[src/rtl/unsigned_div_pkg.sv]
// Shared definitions for the sequential unsigned divider.
//   DIV_DW      : default dividend / quotient width
//   DIV_VW      : default divisor / remainder width
//   div_state_t : controller states
//
// state | meaning
// IDLE  | waiting for operands, in_ready high
// BUSY  | one restoring step per clock
// DONE  | result held on the outputs, out_valid high
package unsigned_div_pkg;

    localparam int DIV_DW = 16;
    localparam int DIV_VW = 8;

    typedef enum logic [1:0] {
        IDLE = 2'd0,
        BUSY = 2'd1,
        DONE = 2'd2
    } div_state_t;

endpackage

[src/rtl/div_restoring_step.sv]
// One restoring-division step, purely combinational.
// Ports:
//   rem_i     : partial remainder entering the step
//   bit_i     : next dividend bit shifted into the remainder
//   divisor_i : divisor
//   rem_o     : partial remainder leaving the step
//   q_bit_o   : quotient bit produced by the step
// The partial remainder is always strictly below the divisor, so the top bit
// of the (VW+1)-bit R register is constantly zero and is not carried here.
module div_restoring_step #(
    parameter int VW = 8
) (
    input  logic [VW-1:0] rem_i,
    input  logic          bit_i,
    input  logic [VW-1:0] divisor_i,
    output logic [VW-1:0] rem_o,
    output logic          q_bit_o
);

    logic [VW:0] trial;

    always_comb begin
        trial   = {rem_i, bit_i} - {1'b0, divisor_i};
        q_bit_o = ~trial[VW];
        // Borrow means the divisor did not fit: keep the shifted remainder.
        // Its top bit is zero in that case, so dropping it loses nothing.
        rem_o   = trial[VW] ? {rem_i[VW-2:0], bit_i} : trial[VW-1:0];
    end

endmodule

[src/rtl/unsigned_16x8_div_seq.sv]
// Sequential unsigned divider, restoring algorithm, one quotient bit per clock.
// Ports:
//   clk, rst              : clock and synchronous active-high reset
//   in_valid / in_ready   : operand handshake (accept only in IDLE)
//   dividend, divisor     : unsigned operands
//   out_valid / out_ready : result handshake (result held until popped)
//   quotient, remainder   : unsigned result
//   div_by_zero           : result came from a zero divisor
// A zero divisor skips iteration: quotient all ones, remainder = low dividend bits.
module unsigned_16x8_div_seq
    import unsigned_div_pkg::*;
#(
    parameter int DW = DIV_DW,
    parameter int VW = DIV_VW
) (
    input  logic          clk,
    input  logic          rst,
    input  logic          in_valid,
    output logic          in_ready,
    input  logic [DW-1:0] dividend,
    input  logic [VW-1:0] divisor,
    output logic          out_valid,
    input  logic          out_ready,
    output logic [DW-1:0] quotient,
    output logic [VW-1:0] remainder,
    output logic          div_by_zero
);

    localparam int CW = $clog2(DW) + 1;
    localparam logic [CW-1:0] LAST_STEP = CW'(DW - 1);

    div_state_t    state_q, state_d;
    logic [CW-1:0] cnt_q,   cnt_d;
    logic [DW-1:0] q_q,     q_d;
    logic [VW-1:0] r_q,     r_d;
    logic [VW-1:0] dvs_q,   dvs_d;
    logic [DW-1:0] quot_q,  quot_d;
    logic [VW-1:0] rem_q,   rem_d;
    logic          dbz_q,   dbz_d;

    logic [VW-1:0] step_rem;
    logic          step_qbit;

    div_restoring_step #(.VW(VW)) u_step (
        .rem_i     (r_q),
        .bit_i     (q_q[DW-1]),
        .divisor_i (dvs_q),
        .rem_o     (step_rem),
        .q_bit_o   (step_qbit)
    );

    always_ff @(posedge clk) begin
        if (rst) begin
            state_q <= IDLE;
            cnt_q   <= '0;
            q_q     <= '0;
            r_q     <= '0;
            dvs_q   <= '0;
            quot_q  <= '0;
            rem_q   <= '0;
            dbz_q   <= 1'b0;
        end else begin
            state_q <= state_d;
            cnt_q   <= cnt_d;
            q_q     <= q_d;
            r_q     <= r_d;
            dvs_q   <= dvs_d;
            quot_q  <= quot_d;
            rem_q   <= rem_d;
            dbz_q   <= dbz_d;
        end
    end

    always_comb begin
        state_d = state_q;
        cnt_d   = cnt_q;
        q_d     = q_q;
        r_d     = r_q;
        dvs_d   = dvs_q;
        quot_d  = quot_q;
        rem_d   = rem_q;
        dbz_d   = dbz_q;

        unique case (state_q)
            IDLE: begin
                if (in_valid) begin
                    if (divisor == '0) begin
                        quot_d  = '1;
                        rem_d   = dividend[VW-1:0];
                        dbz_d   = 1'b1;
                        state_d = DONE;
                    end else begin
                        dvs_d   = divisor;
                        q_d     = dividend;
                        r_d     = '0;
                        cnt_d   = '0;
                        state_d = BUSY;
                    end
                end
            end
            BUSY: begin
                q_d   = {q_q[DW-2:0], step_qbit};
                r_d   = step_rem;
                cnt_d = cnt_q + 1'b1;
                if (cnt_q == LAST_STEP) begin
                    // Register the final step directly into the output holders.
                    quot_d  = {q_q[DW-2:0], step_qbit};
                    rem_d   = step_rem;
                    dbz_d   = 1'b0;
                    state_d = DONE;
                end
            end
            DONE: begin
                if (out_ready) begin
                    state_d = IDLE;
                end
            end
            default: begin
                state_d = IDLE;
            end
        endcase
    end

    assign in_ready    = (state_q == IDLE);
    assign out_valid   = (state_q == DONE);
    assign quotient    = quot_q;
    assign remainder   = rem_q;
    assign div_by_zero = dbz_q;

endmodule
[config.mk]
export PLATFORM = sky130hd
export DESIGN_NAME = unsigned_16x8_div_seq
export DESIGN_NICKNAME = d
export VERILOG_FILES = /design/src/rtl/unsigned_div_pkg.sv /design/src/rtl/div_restoring_step.sv /design/src/rtl/unsigned_16x8_div_seq.sv
export SDC_FILE = /design/constraint.sdc
export NUM_CORES = 1
export LEC_CHECK = 0
export BUFFER_PORTS_ARGS = -buffer_cell sky130_fd_sc_hd__buf_2
export CAP_MARGIN = 30
export CORE_MARGIN = 2
export CORE_UTILIZATION = 59
export CTS_BUF_LIST = sky130_fd_sc_hd__clkbuf_16
export DETAILED_ROUTE_END_ITERATION = 10
export PLACE_DENSITY = 0.83
export SYNTH_ARGS = -nofsm -noshare
export SYNTH_HDL_FRONTEND = slang
export SYNTH_HIERARCHICAL = 1
export SYNTH_SLANG_ARGS = --single-unit
[constraint.sdc]
create_clock -name clk -period 7.6 [get_ports clk]
set_clock_uncertainty 0.2 [all_clocks]
set_input_delay 1.52 -clock clk [delete_from_list [all_inputs] [get_ports clk]]
set_output_delay 1.52 -clock clk [all_outputs]
set_load 0.005 [all_outputs]
==> results.sh <==
export IMPL_synth_cells=331
export IMPL_slew_violations=0
export IMPL_die_area_sq_um=5930
export IMPL_grt_max_degree=41
export IMPL_ys_top_cells_by_area="dfxtp_1 (41%), o221a_2 (5.7%), nand2_1 (5.2%)"
export IMPL_vias_per_cell=5.80
export IMPL_htree_levels=3
export IMPL_antenna_found_initial=0
export IMPL_async_reset_ff_share_pct=0
export IMPL_route_met2_wl_microns=3400
export IMPL_tns_ps=0
export IMPL_cts_hold_buffers=0
export IMPL_crit_family="simple AND/OR/NAND/NOR gates"
export IMPL_port_buffers=54
export IMPL_crit_chain="buf_2 -> or4_1 -> o21ai_2 -> nand2_2 -> o221a_2"
export IMPL_final_common_cell="dfxtp_1"
export IMPL_outcome="complete, no violations"
export IMPL_crit_buf_inv=1
export IMPL_layoutNonFillerInstCount=451
export IMPL_wl_per_cell_microns=15.9
export IMPL_ios=55
export IMPL_p_leak_nw=1.53
export IMPL_fin_crit_ps=3530
export IMPL_ant_nets=0
export IMPL_dp_cells=435
export IMPL_layout_common_cells="dfxtp_1 (64), buf_2 (54), nand2_1 (44)"
export IMPL_grt_pass1_vias=2521
export IMPL_diodes=0
export IMPL_slowest_stage="or4_1"
export IMPL_syn_mean_instance_area_sq_um=9.51
export IMPL_num_rows=26
export IMPL_firstDrtPassIters=4
export IMPL_synth_seq_area_share_pct=40.7
export IMPL_clk_pin_slew_ps=50
export IMPL_layout_drive_gt1_share_pct=32.3
export IMPL_slew_headroom_pct=46.7
export IMPL_drv_cap=0
export IMPL_die_h_microns=77.0
export IMPL_drc=0
export IMPL_synth_edff_count=0
export IMPL_drtIter0Drc=161
export IMPL_overflow=0
export IMPL_required_ps=7620
export IMPL_drt_wl_total_microns=7170
export IMPL_max_stage_delay_ps=680
export IMPL_grt_pass1_wl_microns=12100
export IMPL_start_util_pct=61.2
export IMPL_syn_area_sq_um=3150
export IMPL_clk_latency_ps=330
export IMPL_setup_viol=0
export IMPL_crit_type="input port to register"
export IMPL_powerDensity_nw_per_um2=268
export IMPL_max_clock_freq_mhz=283
export IMPL_endpoint_kind="register"
export IMPL_grt_usage_pct=25.9
export IMPL_coreArea_sq_um=5140
export IMPL_area_growth_pct=17.8
export IMPL_hold_viol_final=0
export IMPL_dp_hpwl_microns=4710
export IMPL_synth_flop_cell="dfxtp_1"
export IMPL_r2r_slack_ps=4550
export IMPL_hold_path_class="register to register"
export IMPL_cts_resized=0
export IMPL_wl_met1_microns=3180
export IMPL_cts_sinks=64
export IMPL_yosysTopAreaCellShare_pct=40.7
export IMPL_ir_worst_vdd_mv=0.219
export IMPL_rsz0062_at_grt="false"
export IMPL_yosys_warnings=6
export IMPL_cp_arrival_ps=3550
export IMPL_post_route_util_pct=72.1
export IMPL_fill_cells=409
export IMPL_cts_made_buffers=9
export IMPL_crit_fanout=17
export IMPL_cts_setup_buffers=0
export IMPL_finalNetCount=415
export IMPL_cp_start_kind="input port"
export IMPL_synthDistinctLibCells=51
export IMPL_cts_tree="done"
export IMPL_die_w_microns=77.0
export IMPL_min_period_over_period_pct=46.4
export IMPL_tightest_slew_ps=800
export IMPL_vias=2617
export IMPL_route_met3_wl_microns=428
export IMPL_synth_nets=370
export IMPL_synth_top_area_cell="dfxtp_1"
export IMPL_gp_congestion=0.932
export IMPL_root_buffer="clkbuf_16"
export IMPL_clk_path_buf_depth=2
export IMPL_synth_ff_latch_count=64
export IMPL_highest_layer="met4"
-- cell families (layout without fill, tap and decap cells) --
kind of cell / Yosys count / in the layout / synth area share, %
XOR/XNOR: 6 / 6 / 2.27
buffers and inverters: 35 / 85 / 6.12
AND/OR/NAND/NOR: 115 / 115 / 18.1
multiplexers: 10 / 10 / 3.50
AO/OA/AOI/OAI: 90 / 90 / 24.7
flip-flops: 64 / 64 / 40.7
adder cells (fa/ha/maj): 11 / 11 / 4.61
-- power by group --
part | total [W] | switching (W) | internal (W)
clock | 0.000443 | 0.000156 | 0.000287
combinational | 0.000186 | 0.000107 | 0.0000790
sequential | 0.000366 | 0.0000134 | 0.000353
total | 0.000995 | 0.000276 | 0.000718
-- registers in the layout (all words and copies together), names as in the netlist --
signal	cells
r_q	8
remainder	8
dvs_q	8
div_by_zero	1
q_q	16
quotient	16
state_q	2
cnt_q	5
-- routing by layer --
| layer | vias up | GRT usage [%] |
|---|---|---|
| li1 | 1283 | - |
| met1 | 1234 | 33.0 |
| met2 | 84 | 41.2 |
| met3 | 16 | 5.06 |
| met4 | 0 | 14.1 |
| met5 | - | 0 |
-- cells in the mapped netlist (2+ instances only) --
cell,number
o21a_1,9
o21ai_0,11
a211oi_1,2
buf_6,5
mux2i_1,2
dfxtp_1,64
clkbuf_1,9
buf_4,4
nand2_1,44
a21oi_1,25
inv_1,11
nor2b_1,3
nand3_1,11
nand2b_1,5
nor3_2,8
xor2_1,2
and3_1,2
or2_2,2
buf_2,3
o221a_1,8
o31ai_4,2
ha_1,10
or4_1,2
mux2_2,7
a221oi_2,8
nor2_1,30
o221a_2,16
xnor2_1,3
-- cell type report --
type	count	area, sq um	area share, %
clock inverters	7	95.1	2.56
well taps	70	87.6	2.36
repair buffers	57	300	8.10
flip-flops and latches	64	1280	34.6
clock buffers	9	225	6.07
multi-input cells	232	1670	45.1
inverters	12	45.0	1.21
-- through the flow --
| stage | worst slack (ps) | hold slack, ps | total power (W) | instance area [sq um] |
|---|---|---|---|---|
| after floorplan | 4410 | 236 | 0.000514 | 3150 |
| after global placement | 3720 | 242 | 0.000549 | 3370 |
| after detailed placement | 3750 | 249 | 0.000554 | 3390 |
| after CTS | 4090 | 257 | 0.000997 | 3710 |
| after global routing | 3870 | 280 | 0.00103 | 3710 |
| final | 4070 | 252 | 0.000995 | 3710 |
-- worst min-delay path, delay by kind of cell (launching register included) --
| family | cells | cell delay, ps |
|---|---|---|
| DFF | 1 | 300 |
| AOI/OAI and AO/OA | 1 | 50 |
| and+or+nand+nor | 1 | 50 |
-- worst paths after layout --
check / from / end / cells after the start
worst max-delay path: divisor[0] / q_q[2]$_SDFFE_PP0P_ / 5
worst min-delay path: dvs_q[7]$_SDFFE_PP0P_ / dvs_q[7]$_SDFFE_PP0P_ / 2
worst min register to register: dvs_q[7]$_SDFFE_PP0P_ / dvs_q[7]$_SDFFE_PP0P_ / 2
worst max register to register: q_q[15]$_SDFFE_PP0P_ / remainder[1]$_SDFFE_PP0P_ / 11
(Power assumes the default switching activity.)
